[src/rtl/seq_det_pkg.sv]
// Shared constants and helpers for the parametrised serial sequence detector.
package seq_det_pkg;

  localparam int PAT_LEN_MAX = 32;
  localparam logic [2:0] PAT_DEFAULT = 3'b101;

  // Fill counter must represent 0..PAT_LEN-1; never narrower than one bit.
  function automatic int fill_w(input int pat_len);
    return (pat_len <= 2) ? 1 : $clog2(pat_len);
  endfunction

endpackage

[src/rtl/seq_det_hist.sv]
// seq_hist: history shift register (newest bit in LSB) plus saturating fill count.
// Updates on the next edge. Hold when idle. Clear has priority over shift.
module seq_hist #(
  parameter int PAT_LEN = 3,
  parameter int FW      = 2
) (
  input  logic               clk,
  input  logic               rst,
  input  logic               shift,
  input  logic               clr,
  input  logic               din,
  output logic [PAT_LEN-2:0] hist,
  output logic [FW-1:0]      fill
);

  localparam logic [FW-1:0] FILL_MAX = FW'(PAT_LEN - 1);

  logic [PAT_LEN-1:0] ext;
  assign ext = {hist, din};

  always_ff @(posedge clk or posedge rst) begin
    if (rst) begin
      hist <= '0;
      fill <= '0;
    end else if (clr) begin
      hist <= '0;
      fill <= '0;
    end else if (shift) begin
      hist <= ext[PAT_LEN-2:0];
      if (fill != FILL_MAX) fill <= fill + 1'b1;
    end
  end

endmodule

[src/rtl/seq_detect_param.sv]
// Runtime-loadable PAT_LEN-bit serial pattern detector; y is registered, one cycle after the completing bit.
// x_vld stalls the stream without breaking a match. Optional counter via SEQDET_MATCH_CNT_EN.
module seq_detect_param
  import seq_det_pkg::*;
#(
  parameter int                 PAT_LEN = 3,
  parameter logic [PAT_LEN-1:0] PAT_RST = PAT_LEN'(PAT_DEFAULT),
  parameter int                 CNT_W   = 8
) (
  input  logic               clk,
  input  logic               rst,
  input  logic               x,
  input  logic               x_vld,
  input  logic               ovl,
  input  logic               pat_ld,
  input  logic [PAT_LEN-1:0] pat_in,
`ifdef SEQDET_MATCH_CNT_EN
  input  logic               cnt_clr,
  output logic [CNT_W-1:0]   match_cnt,
`endif
  output logic               y
);

  localparam int FW = fill_w(PAT_LEN);

  if (PAT_LEN < 2 || PAT_LEN > PAT_LEN_MAX || CNT_W < 1) begin : g_bad_param
    $error("seq_detect_param: illegal PAT_LEN or CNT_W");
  end

  logic [PAT_LEN-1:0] pat;
  logic [PAT_LEN-2:0] hist;
  logic [FW-1:0]      fill;
  logic               consume;
  logic               hit;
  logic               h_shift;
  logic               h_clr;

  assign consume = x_vld & ~pat_ld;
  assign hit     = consume && (fill == FW'(PAT_LEN - 1)) && ({hist, x} == pat);
  // An overlapping hit is just a shift; fill is already saturated.
  assign h_shift = consume & ~(hit & ~ovl);
  assign h_clr   = pat_ld | (hit & ~ovl);

  seq_hist #(
    .PAT_LEN (PAT_LEN),
    .FW      (FW)
  ) u_hist (
    .clk   (clk),
    .rst   (rst),
    .shift (h_shift),
    .clr   (h_clr),
    .din   (x),
    .hist  (hist),
    .fill  (fill)
  );

  always_ff @(posedge clk or posedge rst) begin
    if (rst) begin
      pat <= PAT_RST;
      y   <= 1'b0;
    end else begin
      if (pat_ld) pat <= pat_in;
      y <= hit;
    end
  end

`ifdef SEQDET_MATCH_CNT_EN
  always_ff @(posedge clk or posedge rst) begin
    if (rst) begin
      match_cnt <= '0;
    end else if (cnt_clr) begin
      match_cnt <= '0;
    end else if (hit && (match_cnt != {CNT_W{1'b1}})) begin
      match_cnt <= match_cnt + 1'b1;
    end
  end
`endif

endmodule

[config.mk]
export PLATFORM = sky130hd
export DESIGN_NAME = seq_detect_param
export DESIGN_NICKNAME = d
export VERILOG_FILES = /design/src/rtl/seq_det_pkg.sv /design/src/rtl/seq_det_hist.sv /design/src/rtl/seq_detect_param.sv
export SDC_FILE = /design/constraint.sdc
export NUM_CORES = 1
export LEC_CHECK = 0
export BUFFER_PORTS_ARGS = -buffer_cell sky130_fd_sc_hd__buf_4
export CAP_MARGIN = 40
export CORE_UTILIZATION = 30
export CTS_CLUSTER_SIZE = 14
export DETAILED_ROUTE_END_ITERATION = 7
export MAX_ROUTING_LAYER = met4
export SLEW_MARGIN = 10
export SYNTH_ARGS = -nofsm -noshare
export SYNTH_HDL_FRONTEND = slang
export SYNTH_SLANG_ARGS = --single-unit
[constraint.sdc]
create_clock -name clk -period 1.8 [get_ports clk]
set_input_delay 0.09 -clock clk [delete_from_list [all_inputs] [get_ports clk]]
set_output_delay 0.09 -clock clk [all_outputs]
set_load 0.005 [all_outputs]
==> results of run 1 <==
==> repair_timing <==
action / CTS / global route
endpoints found under the hold margin: 6 / 0
hold buffers: 1 / 0
setup buffers: 0 / 0
==> synth_stat cells <==
cell / count / share of area
dfrtp_1: 6 / 0.36
inv_1: 3 / 0.027
mux2_2: 3 / 0.081
nand3b_1: 3 / 0.054
a21oi_1: 2 / 0.024
dfstp_2: 2 / 0.13
nand2b_1: 2 / 0.030
nor3b_1: 2 / 0.036
o22ai_1: 2 / 0.030
xor2_1: 2 / 0.042
clkbuf_1: 1 / 0.0089
ha_1: 1 / 0.030
nand4b_1: 1 / 0.021
nand4bb_1: 1 / 0.027
nor3_1: 1 / 0.012
nor4b_2: 1 / 0.036
o31ai_1: 1 / 0.018
o32ai_1: 1 / 0.021
xnor2_1: 1 / 0.021
==> where the power goes <==
part	switching [mW]	internal (mW)
Combinational	0.0314	0.0390
Clock	0.0692	0.0851
Sequential	0.00989	0.197
==> kinds of logic (layout without fill, tap and decap cells) <==
family / after synthesis / in the layout / share of synthesized area
XOR/XNOR: 3 / 3 / 0.0627
AO/OA/AOI/OAI: 6 / 6 / 0.0925
AND/OR/NAND/NOR: 11 / 11 / 0.215
buffers and inverters: 4 / 17 / 0.0358
multiplexers: 3 / 3 / 0.0806
adder cells (fa/ha/maj): 1 / 1 / 0.0298
flip-flops: 8 / 8 / 0.484
==> metal layers <==
metal	GRT usage	vias to the layer above
met1	0.165	140
met2	0.171	8
met3	0.0852	2
met4	0.0517	0
met5	-	-
li1	-	156
==> per-stage QoR <==
step / util / cells / power (mW) / setup WS (ns)
final: 0.413 / 64 / 0.432 / 0.242
after global routing: 0.413 / 64 / 0.460 / 0.132
after CTS: 0.413 / 64 / 0.439 / 0.229
after detailed placement: 0.386 / 59 / 0.280 / 0.248
after global placement: 0.386 / 59 / 0.279 / 0.247
after floorplan: - / 36 / 0.254 / 0.429
==> critical path: cells and delay by family, from the launching register on <==
family	cells	cell delay (ns)
AOI/OAI and AO/OA	1	0.14
DFF	1	0.40
buffers and inverters	1	0.06
adders and majority gates	1	0.24
and+or+nand+nor	2	0.55
==> cell type report <==
type                    count  area, sq um
fillers                   135          763
repair buffers             10         77.6
well taps                  15         18.8
flip-flops and latches      8          203
multi-input cells          24          201
inverters                   3         11.3
clock buffers               4         26.3
==> final timing paths <==
check | start | end | slack, ns | depth (start not counted)
setup reg to reg | u_hist.fill[0]$_DFFE_PP0P_ | u_hist.hist[1]$_DFFE_PP0P_ | 0.24 | 5
hold / removal | x_vld | u_hist.hist[0]$_DFFE_PP0P_ | 0.06 | 2
setup / recovery | u_hist.fill[0]$_DFFE_PP0P_ | u_hist.hist[1]$_DFFE_PP0P_ | 0.24 | 5
hold reg to reg | u_hist.hist[1]$_DFFE_PP0P_ | u_hist.hist[1]$_DFFE_PP0P_ | 0.55 | 2
min in group asynchronous | rst | y$_DFF_PP0_ | 0.33 | 3
max in group asynchronous | rst | pat[2]$_DFFE_PP1P_ | 1.15 | 3
==> registers in the layout, summed over array words and instances, names as in the netlist <==
name         count
pat              3
u_hist.fill      2
y                1
u_hist.hist      2
==> impl_metrics.env, run 1 <==
export IMPL_vias=306
export IMPL_grt_pass1_vias=281
export IMPL_critPathKind="register to register"
export IMPL_wl_met2_um=319
export IMPL_crit_chain="inv_1 -> ha_1 -> nand4bb_1 -> nor4b_2 -> o31ai_1"
export IMPL_leakagePower_nw=0.231
export IMPL_worstMarginPinSlew_ns=0.426
export IMPL_syn_area_per_cell_sq_um=11.6
export IMPL_ir_drop_v=0.000419
export IMPL_core_area_sq_um=1300
export IMPL_fp_dieW_um=39.4
export IMPL_period_minus_slack_ns=1.56
export IMPL_power_density_nw_per_um2=802
export IMPL_rows=13
export IMPL_synth_seq_cells=8
export IMPL_firstDrtPassIters=1
export IMPL_status="complete, no violations"
export IMPL_top_layer="met4"
export IMPL_netlist_instances=36
export IMPL_wl_um=768
export IMPL_cts_max_path_buffers=2
export IMPL_fin_area_sq_um=538
export IMPL_hold_path_class="input pin to register"
export IMPL_yosysUniqueCellTypes=19
export IMPL_avgRoutedWirePerCell_um=12.0
export IMPL_port_buffers=9
export IMPL_clock_sinks=8
export IMPL_track_usage=0.134
export IMPL_ioPinCount=10
export IMPL_cp_arrival_ns=1.67
export IMPL_initial_core_util=0.322
export IMPL_tns_ns=0
export IMPL_route_met3_wl_um=46
export IMPL_antenna_found_initial=0
export IMPL_synth_warnings=0
export IMPL_htree_num_levels=1
export IMPL_drv_slew=0
export IMPL_cts_resized_gates=0
export IMPL_die_h_um=39.4
export IMPL_grt_max_degree=13
export IMPL_m1WireLength_um=394
export IMPL_slew_limit_headroom=0.715
export IMPL_period_share=0.866
export IMPL_syn_to_final_growth_pct=28.4
export IMPL_dieArea_sq_um=1550
export IMPL_dpl_cell_area_sq_um=502
export IMPL_syn_cell_area_sq_um=419
export IMPL_cp_max_fo=6
export IMPL_hold_slack_ns=0.0552
export IMPL_critPathRequiredTime_ns=1.91
export IMPL_layout_commonest_cell="buf_4"
export IMPL_grt_overflow=0
export IMPL_hold_viol=0
export IMPL_cpPeakStageDelay_ns=0.41
export IMPL_synth_fp_nets=46
export IMPL_drc_errors=0
export IMPL_synth_seq_area_share=0.484
export IMPL_end_kind="register"
export IMPL_max_clock_freq_mhz=642
export IMPL_cts_buffers=3
export IMPL_setup_viol=0
export IMPL_startpoint_type="register"
export IMPL_rsz0062_at_grt="no"
export IMPL_cts_root_buf="clkbuf_4"
export IMPL_ant_nets=0
export IMPL_n_antenna_cell=0
export IMPL_drive_above_1_share=0.367
export IMPL_fin_nets=60
export IMPL_finalClockSkew_ns=0.0189
export IMPL_cts_tree="built"
export IMPL_cp_slowest_cell="nor4b_2"
export IMPL_clkLatencyLatePin_ns=0.27
export IMPL_drtIter0Drc=0
export IMPL_vias_per_cell=4.78
export IMPL_final_cell_mix="buf_4 (9), dfrtp_1 (6)"
export IMPL_grt_pass1_wl_um=1240
export IMPL_gp_congestion=0.724
export IMPL_clk_pin_slew_worst_paths_ns=0.07
export IMPL_drv_cap=0
No activity file was read; power rests on OpenSTA's default activity.
==> run 2: changes to the inputs <==
- CORE_AREA: default -> 2 2 39 41
- CORE_UTILIZATION: 30 -> default
- DIE_AREA: default -> 0 0 41 43
- clock period: 1.8 -> 1.4 ns (I/O delays scaled with it)
==> impl_metrics.env, run 2 (synthesized netlist as in run 1, its figures left out) <==
export IMPL_max_clock_freq_mhz=718
export IMPL_grtUsageMet2=0.159
export IMPL_worstMarginPinSlew_ns=0.344
export IMPL_vias_per_cell=5.00
export IMPL_cts_buffers=3
export IMPL_grt_max_degree=13
export IMPL_drtIter0Drc=5
export IMPL_antenna_found_initial=0
export IMPL_drv_cap=0
export IMPL_ir_drop_v=0.000553
export IMPL_firstDrtPassIters=4
export IMPL_wl_um=925
export IMPL_period_share=0.995
export IMPL_ioPinCount=10
export IMPL_hold_path_class="input pin to register"
export IMPL_rsz0062_at_grt="yes"
export IMPL_finalClockSkew_ns=0.0152
export IMPL_status="complete, no violations"
export IMPL_setup_viol=0
export IMPL_gp_congestion=0.739
export IMPL_layout_commonest_cell="buf_4"
export IMPL_grt_overflow=0
export IMPL_drv_slew=0
export IMPL_clock_sinks=8
export IMPL_hold_slack_ns=0.0349
export IMPL_postCtsSetupBuffers=0
export IMPL_ant_nets=0
export IMPL_grt_pass1_wl_um=1390
export IMPL_die_h_um=43
export IMPL_track_usage=0.132
export IMPL_slew_limit_headroom=0.770
export IMPL_cts_tree="built"
export IMPL_drive_above_1_share=0.471
export IMPL_period_minus_slack_ns=1.39
export IMPL_cts_max_path_buffers=2
export IMPL_reg_largest_list="pat: 3 flops, u_hist.fill: 2 flops, u_hist.hist: 2 flops"
export IMPL_tns_ns=0
export IMPL_final_cell_mix="buf_4 (11), dfrtp_1 (6), nand3b_1 (3), mux2_2 (3), clkbuf_4 (3)"
export IMPL_rows=14
export IMPL_vias=335
export IMPL_clk_pin_slew_worst_paths_ns=0.06
export IMPL_groute_layer_met3_usage=0.0471
export IMPL_critPathRequiredTime_ns=1.54
export IMPL_avgRoutedWirePerCell_um=13.8
export IMPL_core_area_sq_um=1380
export IMPL_busiest_layer="met2"
export IMPL_critPathKind="register to register"
export IMPL_top_register="pat"
export IMPL_syn_to_final_growth_pct=42.4
export IMPL_fillCellCount=144
export IMPL_htree_num_levels=1
export IMPL_port_buffers=9
export IMPL_grt_pass1_vias=332
export IMPL_cp_max_fo=4
export IMPL_leakagePower_nw=0.255
export IMPL_fin_nets=62
export IMPL_fp_dieW_um=41
export IMPL_initial_core_util=0.303
export IMPL_cp_arrival_ns=1.53
export IMPL_clkLatencyLatePin_ns=0.27
export IMPL_dieArea_sq_um=1760
export IMPL_power_density_nw_per_um2=980
export IMPL_n_antenna_cell=0
export IMPL_cts_root_buf="clkbuf_4"
export IMPL_startpoint_type="register"
export IMPL_use_met1=0.153
export IMPL_hold_viol=0
export IMPL_largest_register_ff_count=3
export IMPL_end_kind="register"
export IMPL_drc_errors=0
run 2: power by group:
part	switching, mW	leakage, nW	internal [mW]
clock network	0.0887	0.0150	0.110
registers	0.0134	0.100	0.253
logic	0.0542	0.139	0.0656
run 2: metrics by stage:
step                instance area, sq um  total power [mW]  worst slack, ns  std cells  utilization
finish                               597             0.585          0.00724         67        0.431
CTS                                  563             0.577           0.0314         67        0.407
floorplan                            419             0.327           0.0287         36            -
global route                         597             0.611          -0.0585         67        0.431
global placement                     518             0.364         -0.00988         62        0.374
detailed placement                   518             0.369          0.00254         62        0.374
run 2: per-layer routing:
metal	up-vias	share of wire
met1	162	0.43
met2	9	0.49
met5	-	0
met4	0	0.027
met3	2	0.051
li1	162	-
run 2: repair_timing:
action / in CTS / in global routing
endpoints found under the hold margin: 6 / 0
gates resized for setup: 1 / 5
hold buffers: 1 / 0
setup endpoints to repair: 3 / 4
pin swaps: 0 / 3
run 2: final timing paths:
check                                           startpoint                    endpoint  slack [ns]  depth (start not counted)
worst max register to register  u_hist.fill[0]$_DFFE_PP0P_  u_hist.hist[0]$_DFFE_PP0P_       0.007                          5
worst max-delay path            u_hist.fill[0]$_DFFE_PP0P_  u_hist.hist[0]$_DFFE_PP0P_       0.007                          5
min in group asynchronous                              rst  u_hist.fill[1]$_DFFE_PP0P_        0.31                          3
max in group asynchronous                              rst          pat[0]$_DFFE_PP1P_        0.78                          3
worst min-delay path                             pat_in[1]          pat[1]$_DFFE_PP0P_        0.03                          2
worst min register to register          pat[1]$_DFFE_PP0P_          pat[1]$_DFFE_PP0P_        0.54                          1
run 2: layout make-up:
cell class,count,area [sq um],area share
sequential,8,203,0.340
multi-input combinational,24,244,0.409
inverter,3,11.3,0.0189
clock buffer,4,26.3,0.0440
tap,16,20.0,0.0335
timing repair buffer,12,92.6,0.155
run 2: critical path, cell delays in order, from the launching register on:
cell       delay [ns]
dfrtp_1          0.39
inv_2            0.07
ha_4             0.15
nand4bb_4        0.12
nor4b_4          0.39
o22ai_1          0.15
